**config.mk**
```make
export PLATFORM = sky130hd
export DESIGN_NAME = mm_ram_arbiter
export DESIGN_NICKNAME = d
export VERILOG_FILES = /design/src/rtl/mm_ram_arbiter.sv
export SDC_FILE = /design/constraint.sdc
export NUM_CORES = 1
export LEC_CHECK = 0
export BUFFER_PORTS_ARGS = -buffer_cell sky130_fd_sc_hd__buf_2
export CAP_MARGIN = 20
export CORE_AREA = 2 2 89 91
export DETAILED_ROUTE_END_ITERATION = 16
export DIE_AREA = 0 0 91 93
export HOLD_SLACK_MARGIN = 0.02
export PLACE_DENSITY = 0.76
export REMOVE_ABC_BUFFERS = 1
export SETUP_SLACK_MARGIN = 0.4
export SYNTH_ARGS = -nofsm -noshare
export SYNTH_HDL_FRONTEND = slang
export SYNTH_SLANG_ARGS = --single-unit
```
**constraint.sdc**
```tcl
create_clock -name clk -period 3.7 [get_ports clk]
set_input_delay 1.11 -clock clk [delete_from_list [all_inputs] [get_ports clk]]
set_output_delay 1.11 -clock clk [all_outputs]
set_load 0.1 [all_outputs]
```
**src/rtl/mm_ram_arbiter.sv**
```systemverilog
// Two-requester arbiter for the single-port matrix RAM: host port 0, matmul control port 1.
// One owner at a time, lock for atomic sequences, bounded hold, fixed two-cycle read latency.
module mm_ram_arbiter #(
  parameter int DATA_W   = 32,
  parameter int RAM_D    = 512,
  parameter int ADDR_W   = $clog2(RAM_D),
  parameter int MAX_HOLD = 16,
  parameter int HOLD_W   = $clog2(MAX_HOLD + 1)
) (
  input  logic              clk,
  input  logic              rst,
  input  logic              req0,
  input  logic              req1,
  input  logic              lock0,
  input  logic              lock1,
  input  logic              we0,
  input  logic              we1,
  input  logic [ADDR_W-1:0] addr0,
  input  logic [ADDR_W-1:0] addr1,
  input  logic [DATA_W-1:0] wdata0,
  input  logic [DATA_W-1:0] wdata1,
  output logic              gnt0,
  output logic              gnt1,
  output logic              rvalid0,
  output logic              rvalid1,
  output logic [DATA_W-1:0] rdata,
  output logic              ram_we,
  output logic [ADDR_W-1:0] ram_addr,
  output logic [DATA_W-1:0] ram_w_data,
  input  logic [DATA_W-1:0] ram_r_data,
  output logic              busy
);

  typedef enum logic [1:0] {IDLE, OWN0, OWN1, TURN} state_t;

  localparam logic [HOLD_W-1:0] HOLD_LAST = HOLD_W'(MAX_HOLD - 1);
  localparam logic [HOLD_W-1:0] HOLD_SAT  = HOLD_W'(MAX_HOLD);

  state_t              state_q;
  logic                last_owner_q;
  logic [HOLD_W-1:0]   hold_cnt_q;
  logic [HOLD_W-1:0]   hold_cnt_d;
  logic                gnt0_q;
  logic                gnt1_q;
  logic                busy_q;

  logic                ram_we_q;
  logic [ADDR_W-1:0]   ram_addr_q;
  logic [DATA_W-1:0]   ram_w_data_q;
  logic                rd0_vld_p0;
  logic                rd1_vld_p0;
  logic                rd0_vld_p1;
  logic                rd1_vld_p1;

  logic                acc0;
  logic                acc1;
  logic                acc_any;
  logic                acc_we;
  logic [ADDR_W-1:0]   acc_addr;
  logic [DATA_W-1:0]   acc_wdata;
  logic                at_limit;
  logic                rel0;
  logic                rel1;

  always_comb begin
    acc0      = gnt0_q & req0;
    acc1      = gnt1_q & req1;
    acc_any   = acc0 | acc1;
    acc_we    = acc1 ? we1 : we0;
    acc_addr  = acc1 ? addr1 : addr0;
    acc_wdata = acc1 ? wdata1 : wdata0;
    // Saturated counters count as at-limit so a late lock drop still yields.
    at_limit  = (hold_cnt_q >= HOLD_LAST);
    rel0      = ~lock0 & (~req0 | (acc0 & at_limit & req1));
    rel1      = ~lock1 & (~req1 | (acc1 & at_limit & req0));
    hold_cnt_d = hold_cnt_q;
    if (acc_any && (hold_cnt_q != HOLD_SAT)) begin
      hold_cnt_d = hold_cnt_q + 1'b1;
    end
  end

  always_ff @(posedge clk) begin
    if (rst) begin
      state_q      <= IDLE;
      last_owner_q <= 1'b1;
      hold_cnt_q   <= '0;
      gnt0_q       <= 1'b0;
      gnt1_q       <= 1'b0;
      busy_q       <= 1'b0;
    end else begin
      hold_cnt_q <= hold_cnt_d;
      case (state_q)
        IDLE: begin
          if (req0 && (!req1 || last_owner_q)) begin
            state_q      <= OWN0;
            gnt0_q       <= 1'b1;
            busy_q       <= 1'b1;
            last_owner_q <= 1'b0;
            hold_cnt_q   <= '0;
          end else if (req1) begin
            state_q      <= OWN1;
            gnt1_q       <= 1'b1;
            busy_q       <= 1'b1;
            last_owner_q <= 1'b1;
            hold_cnt_q   <= '0;
          end
        end
        OWN0: begin
          if (rel0) begin
            state_q <= TURN;
            gnt0_q  <= 1'b0;
            busy_q  <= 1'b0;
          end
        end
        OWN1: begin
          if (rel1) begin
            state_q <= TURN;
            gnt1_q  <= 1'b0;
            busy_q  <= 1'b0;
          end
        end
        TURN:    state_q <= IDLE;
        default: state_q <= IDLE;
      endcase
    end
  end

  // Stage p0: accepted access launched to the RAM; read tag enters the valid pipe.
  // Stage p1: RAM returns data for the address launched in p0.
  always_ff @(posedge clk) begin
    if (rst) begin
      ram_we_q     <= 1'b0;
      ram_addr_q   <= '0;
      ram_w_data_q <= '0;
      rd0_vld_p0   <= 1'b0;
      rd1_vld_p0   <= 1'b0;
      rd0_vld_p1   <= 1'b0;
      rd1_vld_p1   <= 1'b0;
    end else begin
      ram_we_q <= acc_any & acc_we;
      if (acc_any) begin
        ram_addr_q   <= acc_addr;
        ram_w_data_q <= acc_wdata;
      end
      rd0_vld_p0 <= acc0 & ~we0;
      rd1_vld_p0 <= acc1 & ~we1;
      rd0_vld_p1 <= rd0_vld_p0;
      rd1_vld_p1 <= rd1_vld_p0;
    end
  end

  assign gnt0       = gnt0_q;
  assign gnt1       = gnt1_q;
  assign busy       = busy_q;
  assign ram_we     = ram_we_q;
  assign ram_addr   = ram_addr_q;
  assign ram_w_data = ram_w_data_q;
  assign rvalid0    = rd0_vld_p1;
  assign rvalid1    = rd1_vld_p1;
  assign rdata      = ram_r_data;

endmodule

```
==> results.sh, run 1 <==
export IMPL_post_place_cells=543
export IMPL_drive_gt1_share_pct=37.1
export IMPL_io_pins=201
export IMPL_power_mw=2.82
export IMPL_r2r_setup_slack_ps=1270
export IMPL_setup_viol=0
export IMPL_path_class="reg2out"
export IMPL_slew_limit_headroom_pct=48.0
export IMPL_die_area_sq_mm=0.00846
export IMPL_cts_root_buffer="clkbuf_8"
export IMPL_cts_resized=0
export IMPL_track_usage_pct=20.2
export IMPL_final_cell_count_no_fill=558
export IMPL_crit_arrival_ps=1440
export IMPL_initial_core_util_pct=38.7
export IMPL_routed_wl_microns=8960
export IMPL_min_to="rvalid0"
export IMPL_worstSetupStartpoint="gnt0"
export IMPL_p_int_mw=1.41
export IMPL_grt_pass1_wl_microns=13600
export IMPL_synth_cell_type_count=39
export IMPL_critPathMaxFanout=23
export IMPL_synth_area_sq_mm=0.00291
export IMPL_rr_worst_depth=6
export IMPL_p_sw_mw=1.41
export IMPL_wl_per_cell_microns=16.1
export IMPL_postCtsHoldBufs=0
export IMPL_dieWidth_microns=91
export IMPL_rows=32
export IMPL_cts_buffer_depth=2
export IMPL_drv_slew=0
export IMPL_num_antenna_cells=0
export IMPL_worstSetupEndpointType="primary output"
export IMPL_drt_antenna_violating_nets=0
export IMPL_drt_iter0_drc=144
export IMPL_synth_avg_cell_area_sq_um=8.02
export IMPL_grt_pass1_vias=2842
export IMPL_fin_skew_ps=8.22
export IMPL_area_growth_pct=24.5
export IMPL_finalHoldViolCount=0
export IMPL_numCtsBuffers=9
export IMPL_p_leak_nw=1.64
export IMPL_core_sq_mm=0.00753
export IMPL_synth_warnings=0
export IMPL_path_delay_family="flip-flops"
export IMPL_grt_max_degree=51
export IMPL_status="finished, final reports clean"
export IMPL_maxClockFrequency_mhz=392
export IMPL_period_needed_ps=2550
export IMPL_hpwl_microns=6520
export IMPL_slowest_delay_ps=600
export IMPL_min_period_over_period_pct=68.9
export IMPL_setup_ws_ps=1150
export IMPL_clk_pin_slew_worst_paths_ps=70
export IMPL_drc_errors=0
export IMPL_p_comb_share_pct=48.8
export IMPL_clkPwrFrac_pct=21.8
export IMPL_rsz0062_at_grt="no"
export IMPL_nets=581
export IMPL_p_sw_share_pct=50.0
export IMPL_ys_ff_latch=57
export IMPL_critPathSlowestCell="dfxtp_2"
export IMPL_crit_path_cell_trace="buf_2"
export IMPL_r2r_end="hold_cnt_q[2]"
export IMPL_gp_congestion=0.810
export IMPL_crit_buf_inv=1
export IMPL_min_from="rd0_vld_p0"
export IMPL_ir_drop_mv=0.307
export IMPL_cts_htree_levels=3
export IMPL_clock_latency_ps=320
export IMPL_startpoint_type="register"
export IMPL_crit_reg2reg_launch="gnt0"
export IMPL_cts_tree="done"
export IMPL_overflow=0
export IMPL_hold_path_depth=1
export IMPL_crit_required_ps=2590
export IMPL_post_cts_buffers=0
export IMPL_dr_total_vias=3004
export IMPL_seq_area_frac_synth_pct=39.2
export IMPL_pre_cts_ws_ps=950
export IMPL_drv_cap=0
export IMPL_p_seq_share_pct=29.4
export IMPL_synthCells=363
export IMPL_antenna_found_initial=0
export IMPL_portBuffers=136
export IMPL_vias_per_cell=5.38
export IMPL_min_path_type="reg2reg"
export IMPL_drt_pass1_iterations=4
export IMPL_die_h_microns=93
export IMPL_worst_pin_slew_ps=778
export IMPL_power_density_mw_per_mm2=779
export IMPL_clock_sinks=57
==> kinds of logic (layout without fill, tap and decap cells) <==
kind of cell,Yosys count,in the layout,share of synthesized area [%]
XOR/XNOR,3,3,0.903
multiplexers,2,2,0.860
flip-flops,57,57,39.2
buffers and inverters,72,165,13.7
AO/OA/AOI/OAI,62,62,17.8
adder cells (fa/ha/maj),7,7,3.01
AND/OR/NAND/NOR,160,160,24.6
==> power groups by stage <==
| stage | Clock, mW | Sequential (mW) | Combinational (mW) |
|---|---|---|---|
| finish | 0.614 | 0.830 | 1.38 |
| detailed placement | 0 | 0.842 | 1.38 |
| CTS | 0.630 | 0.830 | 1.38 |
| global route | 0.658 | 0.844 | 1.45 |
| floorplan | 0 | 1.57 | 0.362 |
| global placement | 0 | 0.837 | 1.35 |
==> final cells by class <==
class | count | area (sq um)
Clock inverter | 2 | 35.0
Fill cell | 761 | 3910
Sequential cell | 57 | 1140
Multi-Input combinational cell | 234 | 1370
Timing Repair Buffer | 141 | 731
Tap cell | 102 | 128
Clock buffer | 13 | 179
Inverter | 9 | 33.8
==> cell usage in the layout, fill, tap and decap left out, drive strengths merged <==
master / synthesis / routed
buf: 45 / 141
dfxtp: 57 / 57
nor2: 51 / 51
nand2: 49 / 49
nand3: 42 / 42
a311oi: 41 / 41
clkbuf: 18 / 13
inv: 9 / 9
ha: 7 / 7
a21oi: 6 / 6
nor3: 5 / 5
o21ai: 5 / 5
and3: 3 / 3
a211oi: 2 / 2
a21boi: 2 / 2
nand4: 2 / 2
nor2b: 2 / 2
xor2: 2 / 2
nand2b: 1 / 1
and4: 1 / 1
or3: 1 / 1
o311a: 1 / 1
a22oi: 1 / 1
mux2: 1 / 1
and4bb: 1 / 1
a2111oi: 1 / 1
nand3b: 1 / 1
nand4b: 1 / 1
o31a: 1 / 1
mux2i: 1 / 1
xnor2: 1 / 1
a211o: 1 / 1
o221a: 1 / 1
bufinv: 0 / 1
clkinv: 0 / 1
==> metal layers <==
metal	wire length (microns)	part of all wire, %	up-vias	GRT usage (%)
met5	0	0	-	5.77
met2	4140	46	150	31.0
met4	76	0.85	0	6.82
met3	900	10	7	8.86
li1	-	-	1427	-
met1	3850	43	1420	24.9
==> stage by stage <==
stage | hold WS (ps) | utilization (%) | cell area (sq um) | TNS [ps]
global placement | 416 | 45.3 | 3410 | 0
detailed placement | 430 | 45.3 | 3410 | 0
CTS | 445 | 48.1 | 3620 | 0
floorplan | 414 | - | 2550 | -59.0
global route | 472 | 48.1 | 3620 | 0
finish | 437 | 48.1 | 3620 | 0
==> Yosys cell counts, drive strengths merged <==
| cell type | instances | share of area (%) |
|---|---|---|
| xor2 | 2 | 0.60 |
| xnor2 | 1 | 0.30 |
| o221a | 1 | 0.39 |
| nand3 | 42 | 7.2 |
| nand4 | 2 | 0.43 |
| o31a | 1 | 0.34 |
| nand4b | 1 | 0.30 |
| nor2 | 51 | 6.7 |
| o311a | 1 | 0.39 |
| mux2i | 1 | 0.34 |
| dfxtp | 57 | 39 |
| nand2 | 49 | 6.3 |
| nand2b | 1 | 0.22 |
| nand3b | 1 | 0.26 |
| and4 | 1 | 0.39 |
| a21oi | 6 | 1.4 |
| a311oi | 41 | 12 |
| ha | 7 | 3.0 |
| and4bb | 1 | 0.43 |
| mux2 | 1 | 0.52 |
| a211o | 1 | 0.30 |
| or3 | 1 | 0.39 |
| buf | 45 | 10 |
| nor3 | 5 | 0.86 |
| a211oi | 2 | 0.52 |
| o21ai | 5 | 0.99 |
| clkbuf | 18 | 2.3 |
| a2111oi | 1 | 0.30 |
| inv | 9 | 1.2 |
| a21boi | 2 | 0.52 |
| nor2b | 2 | 0.43 |
| a22oi | 1 | 0.26 |
| and3 | 3 | 0.69 |
==> registers in the layout, summed over array words and instances (netlist names), 2 cells and up <==
name and cells:
state_q 2, ram_w_data 32, ram_addr 9, hold_cnt_q 5
==> worst reg2reg max path, cell delays in order, from the launching register on <==
cell and delay [ps]:
dfxtp_2 600, buf_4 370, nand2_1 490, a21oi_1 530
nand2_1 120, xor2_1 150, nor2_1 50
==> worst max-delay path by stage <==
stage,end,slack [ps],depth (start not counted)
finish,gnt0,1150,1
global route,hold_cnt_q[2],980,6
CTS,gnt0,1120,1
detailed placement,hold_cnt_q[2],950,6
global placement,hold_cnt_q[2],1010,6
floorplan,hold_cnt_q[2],-40,5
No activity file was read; power rests on OpenSTA's default activity.
==> run 2: changes to the inputs <==
CORE_AREA = 2 2 91 93   (was 2 2 89 91)
DIE_AREA = 0 0 93 95   (was 0 0 91 93)
clock period = 2.2 ns   (was 3.7 ns; I/O delays follow)
==> run 2 against run 1 <==
Effect of this change:
- clock skew is 0.82 ps lower
- via count increased by 0.57%
- design area is 5.2% higher
- first-iteration DRC count grew 31%
- non-clock buffer count is 10 higher
- sequential cell count did not move
- sequential power up 67%
- clock power is 59% higher
- worst hold slack improved by 19 ps
==> results.sh, run 2 (synthesis results as in run 1) <==
export IMPL_critPathMaxFanout=3
export IMPL_cts_tree="done"
export IMPL_startpoint_type="register"
export IMPL_gr_max_usage_layer="met2"
export IMPL_grt_pass1_vias=2735
export IMPL_cts_htree_levels=3
export IMPL_dr_total_vias=3021
export IMPL_rsz0062_at_grt="yes"
export IMPL_fin_skew_ps=7.41
export IMPL_r2r_setup_slack_ps=310
export IMPL_p_seq_share_pct=28.5
export IMPL_drive_gt1_share_pct=40.0
export IMPL_drt_antenna_violating_nets=0
export IMPL_vias_per_cell=5.28
export IMPL_drc_errors=0
export IMPL_p_sw_mw=2.47
export IMPL_rr_worst_depth=7
export IMPL_core_sq_mm=0.00793
export IMPL_clock_sinks=57
export IMPL_drv_slew=0
export IMPL_crit_arrival_ps=2110
export IMPL_track_usage_pct=20.9
export IMPL_maxClockFrequency_mhz=529
export IMPL_ir_drop_mv=0.368
export IMPL_finalHoldViolCount=0
export IMPL_drv_cap=0
export IMPL_cts_root_buffer="clkbuf_8"
export IMPL_clkPwrFrac_pct=20.0
export IMPL_postCtsHoldBufs=0
export IMPL_crit_end="state_q[1]"
export IMPL_hpwl_microns=6790
export IMPL_min_period_over_period_pct=85.9
export IMPL_p_int_mw=2.40
export IMPL_r2r_end="state_q[1]"
export IMPL_rows=33
export IMPL_path_class="reg2reg"
export IMPL_slew_limit_headroom_pct=57.9
export IMPL_worst_pin_slew_ps=625
export IMPL_overflow=0
export IMPL_met3_usage_pct=11.4
export IMPL_dieWidth_microns=93
export IMPL_numCtsBuffers=9
export IMPL_largest_reg_flops=32
export IMPL_met1_usage_pct=26.2
export IMPL_crit_required_ps=2420
export IMPL_antenna_found_initial=0
export IMPL_drt_pass1_iterations=4
export IMPL_grt_max_degree=51
export IMPL_wl_per_cell_microns=16.9
export IMPL_min_path_type="reg2reg"
export IMPL_final_cell_mix="buf_2 (121), dfxtp_1 (54), nor2_1 (50), nand2_1 (48), nand3_1 (42)"
export IMPL_p_comb_share_pct=51.5
export IMPL_power_density_mw_per_mm2=1280
export IMPL_regArea_sq_mm=0.00115
export IMPL_die_area_sq_mm=0.00884
export IMPL_cts_buffer_depth=2
export IMPL_status="finished, final reports clean"
export IMPL_period_needed_ps=1890
export IMPL_area_growth_pct=30.9
export IMPL_p_leak_nw=1.67
export IMPL_clk_pin_slew_worst_paths_ps=70
export IMPL_portBuffers=136
export IMPL_drt_iter0_drc=188
export IMPL_io_pins=201
export IMPL_die_h_microns=95
export IMPL_num_antenna_cells=0
export IMPL_grt_use_met2_pct=30.7
export IMPL_multiInputGateArea_sq_mm=0.00144
export IMPL_initial_core_util_pct=36.7
export IMPL_fin_hold_ws_ps=456
export IMPL_finalSetupTns_ps=0
export IMPL_gp_congestion=0.885
export IMPL_grt_pass1_wl_microns=14100
export IMPL_setup_viol=0
export IMPL_power_mw=4.87
export IMPL_worstSetupStartpoint="hold_cnt_q[1]"
export IMPL_nFillCells=782
export IMPL_p_sw_share_pct=50.7
export IMPL_layout_commonest_cell="buf_2"
export IMPL_worstSetupEndpointType="register"
export IMPL_clock_latency_ps=330
export IMPL_nets=591
export IMPL_routed_wl_microns=9670
export IMPL_crit_reg2reg_launch="hold_cnt_q[1]"
## run 2: changes by cell type in the layout (fill, tap and decap cells not counted), moves of 2 or more
cell | before | now
buf_6 | 0 | 2
clkbuf_8 | 13 | 10
ha_4 | 0 | 2
clkinv_2 | 1 | 4
buf_2 | 136 | 121
clkbuf_4 | 0 | 12
ha_1 | 7 | 4
dfxtp_4 | 0 | 2
buf_4 | 4 | 14
dfxtp_1 | 56 | 54
## run 2: how the worst min path moves through the flow
stage / start / to / slack, ps / cells after the start
3_5_place_dp: rd0_vld_p0 / rvalid0 / 420 / 1
5_1_grt: rd1_vld_p0 / rvalid1 / 460 / 1
3_3_place_gp: rd0_vld_p0 / rvalid0 / 420 / 1
2_1_floorplan: rd0_vld_p0 / rvalid0 / 410 / 1
6_report: rd1_vld_p0 / rvalid1 / 460 / 1
4_1_cts: rd1_vld_p0 / rvalid1 / 460 / 1
## run 2: repair_timing
action	4_1_cts	5_1_grt
pin swaps	9	2
setup endpoints to repair	7	21
setup buffers	5	1
resized for setup	16	16
## run 2: metal layers
| layer | share of wire [%] | vias up | routed length [microns] |
|---|---|---|---|
| li1 | - | 1446 | - |
| met1 | 43 | 1412 | 4180 |
| met2 | 44 | 149 | 4290 |
| met3 | 11 | 12 | 1070 |
| met4 | 0.84 | 2 | 81 |
| met5 | 0.47 | - | 45 |
## run 2: critical path: stages (launching register included)
cell,delay [ps]
dfxtp_4,350
ha_4,150
and3_4,180
ha_4,160
or3_4,350
a21oi_4,210
nor2_4,60
mux2_4,300
## run 2: area by class of cell
cell class,instances,share of cell area [%]
timing repair buffer,151,22.7
clock buffer,10,3.61
multi-input combinational,234,37.7
clock inverter,6,1.51
inverter,9,0.887
sequential,57,30.2
tap,105,3.45
## run 2: power by group through the flow
| stage | registers (mW) | clock network (mW) | logic (mW) |
|---|---|---|---|
| floorplan | 2.64 | 0 | 0.608 |
| global placement | 1.40 | 0 | 2.34 |
| detailed placement | 1.40 | 0 | 2.36 |
| CTS | 1.38 | 0.996 | 2.45 |
| global route | 1.41 | 1.04 | 2.63 |
| finish | 1.39 | 0.974 | 2.51 |
## run 2: metrics by stage
| stage | utilization, % | cells | cell area (sq um) | worst slack, ps |
|---|---|---|---|---|
| floorplan | - | 300 | 2550 | -1540 |
| global placement | 43.6 | 550 | 3460 | 221 |
| detailed placement | 43.6 | 550 | 3460 | 144 |
| CTS | 47.5 | 571 | 3760 | 349 |
| global route | 48.1 | 572 | 3810 | 281 |
| finish | 48.1 | 572 | 3810 | 309 |
==> run 3: changes to the inputs <==
CELL_PAD_IN_SITES_DETAIL_PLACEMENT = 1   (was not set)
CELL_PAD_IN_SITES_GLOBAL_PLACEMENT = 2   (was not set)
CORE_AREA = 2 2 127 129   (was 2 2 91 93)
DIE_AREA = 0 0 129 131   (was 0 0 93 95)
==> run 3 against run 2 <==
Effect of this change:
- sequential cell count is the same
- highest routed layer is now met4
- register-to-register slack improved by 30 ps
- wire length is 17% higher
- sequential share of layout area decreased by 2.0 points
- largest cell class unchanged
- largest power group unchanged
- first-iteration DRC count decreased by 64%
- sequential power barely moved
==> results.sh, run 3 (synthesis results as in run 1) <==
export IMPL_slew_limit_headroom_pct=65.0
export IMPL_largest_reg_flops=32
export IMPL_nFillCells=1887
export IMPL_numCtsBuffers=9
export IMPL_maxClockFrequency_mhz=538
export IMPL_cts_tree="done"
export IMPL_die_area_sq_mm=0.0169
export IMPL_cts_buffer_depth=2
export IMPL_routed_wl_microns=11300
export IMPL_finalSetupTns_ps=0
export IMPL_hpwl_microns=8240
export IMPL_drt_antenna_violating_nets=0
export IMPL_antenna_found_initial=0
export IMPL_track_usage_pct=13.0
export IMPL_portBuffers=136
export IMPL_layout_commonest_cell="buf_2"
export IMPL_final_cell_mix="buf_2 (126), dfxtp_1 (53), nor2_1 (50), nand2_1 (47), nand3_1 (42)"
export IMPL_fin_area_sq_mm=0.00408
export IMPL_critPathMaxFanout=4
export IMPL_postCtsHoldBufs=0
export IMPL_wl_per_cell_microns=16.5
export IMPL_p_leak_nw=1.74
export IMPL_finalHoldViolCount=0
export IMPL_dieWidth_microns=129
export IMPL_drv_slew=0
export IMPL_path_class="reg2reg"
export IMPL_clock_latency_ps=330
export IMPL_crit_arrival_ps=2080
export IMPL_status="finished, final reports clean"
export IMPL_crit_reg2reg_launch="hold_cnt_q[1]"
export IMPL_cts_root_buffer="clkbuf_16"
export IMPL_fin_skew_ps=6.44
export IMPL_vias_per_cell=4.52
export IMPL_min_path_type="reg2reg"
export IMPL_grt_pass1_wl_microns=16600
export IMPL_drive_gt1_share_pct=40.9
export IMPL_worstSetupEndpointType="register"
export IMPL_min_period_over_period_pct=84.5
export IMPL_final_util_pct=26.2
export IMPL_core_sq_mm=0.0156
export IMPL_r2r_setup_slack_ps=340
export IMPL_min_from="rd0_vld_p0"
export IMPL_worst_pin_slew_ps=511
export IMPL_grt_max_degree=39
export IMPL_drc_errors=0
export IMPL_clock_sinks=57
export IMPL_power_density_mw_per_mm2=1300
export IMPL_cts_htree_levels=3
export IMPL_period_needed_ps=1860
export IMPL_io_pins=201
export IMPL_ir_drop_mv=0.444
export IMPL_rr_worst_depth=7
export IMPL_grt_pass1_vias=3075
export IMPL_min_to="rvalid0"
export IMPL_rows=46
export IMPL_overflow=0
export IMPL_drt_pass1_iterations=4
export IMPL_gp_congestion=0.819
export IMPL_hold_path_depth=1
export IMPL_setup_viol=0
export IMPL_dr_total_vias=3099
export IMPL_placed_area_sq_mm=0.00364
export IMPL_drt_iter0_drc=67
export IMPL_startpoint_type="register"
export IMPL_die_h_microns=131
export IMPL_clk_pin_slew_worst_paths_ps=50
export IMPL_num_antenna_cells=0
export IMPL_initial_core_util_pct=18.7
export IMPL_drv_cap=0
export IMPL_r2r_end="state_q[1]"
export IMPL_rsz0062_at_grt="yes"
export IMPL_area_growth_pct=40.3
export IMPL_nets=594
export IMPL_crit_required_ps=2420
-- run 3: cell types whose count changed in the layout (fill, tap and decap cells not counted), moves of 2 or more --
cell       previous run  this run
clkbuf_8             10         4
buf_12                2         4
clkinv_2              4         2
clkbuf_16             0         9
clkbuf_4             12         8
buf_2               121       126
dfxtp_2               1         3
-- run 3: critical path, stage by stage (launching register included) --
cell and delay (ps):
dfxtp_2 340, ha_4 160, and3_4 180, ha_4 150, or3_4 350, a21oi_4 210
nor2_4 60, mux2_4 290
-- run 3: area by class of cell --
type / instances / area [sq um] / area share (%)
Clock buffer: 14 / 284 / 6.96
Clock inverter: 2 / 10.0 / 0.245
Inverter: 9 / 33.8 / 0.827
Multi-Input combinational cell: 234 / 1440 / 35.3
Sequential cell: 57 / 1150 / 28.1
Tap cell: 216 / 270 / 6.62
Timing Repair Buffer: 154 / 895 / 21.9
-- run 3: routing by layer --
metal / vias to the layer above / track usage, % / wire [microns]
li1: 1455 / - / -
met1: 1485 / 15.5 / 4900
met2: 143 / 19.9 / 5220
met3: 16 / 6.27 / 1060
met4: 0 / 5.18 / 172
met5: - / 1.18 / 0
-- run 3: where the power goes --
part / switching [mW] / internal (mW)
Combinational: 1.93 / 0.642
Clock: 0.478 / 0.880
Sequential: 0.152 / 1.25
-- run 3: worst max-delay path by stage --
stage | start | end | slack (ps) | cells past startpoint
final | hold_cnt_q[1] | state_q[1] | 340 | 7
after floorplan | gnt0 | hold_cnt_q[2] | -1540 | 5
after CTS | hold_cnt_q[0] | state_q[1] | 360 | 7
after detailed placement | hold_cnt_q[0] | state_q[1] | 170 | 7
after global placement | hold_cnt_q[0] | state_q[1] | 200 | 7
after global routing | hold_cnt_q[1] | state_q[1] | 280 | 7
-- run 3: metrics by stage --
step           hold WS, ps  total power, mW  cells  setup WS [ps]
2_1_floorplan          414             3.25    300          -1540
3_3_place_gp           448             3.82    663            204
3_5_place_dp           441             3.85    663            167
4_1_cts                454             5.35    685            360
5_1_grt                460             5.60    686            283
6_report               444             5.33    686            340
-- run 3: what timing repair did --
action                                  CTS  global route
endpoints found under the setup margin    7            14
setup buffers                             6             1
pin swaps                                 5             4
resized for setup                        13            13
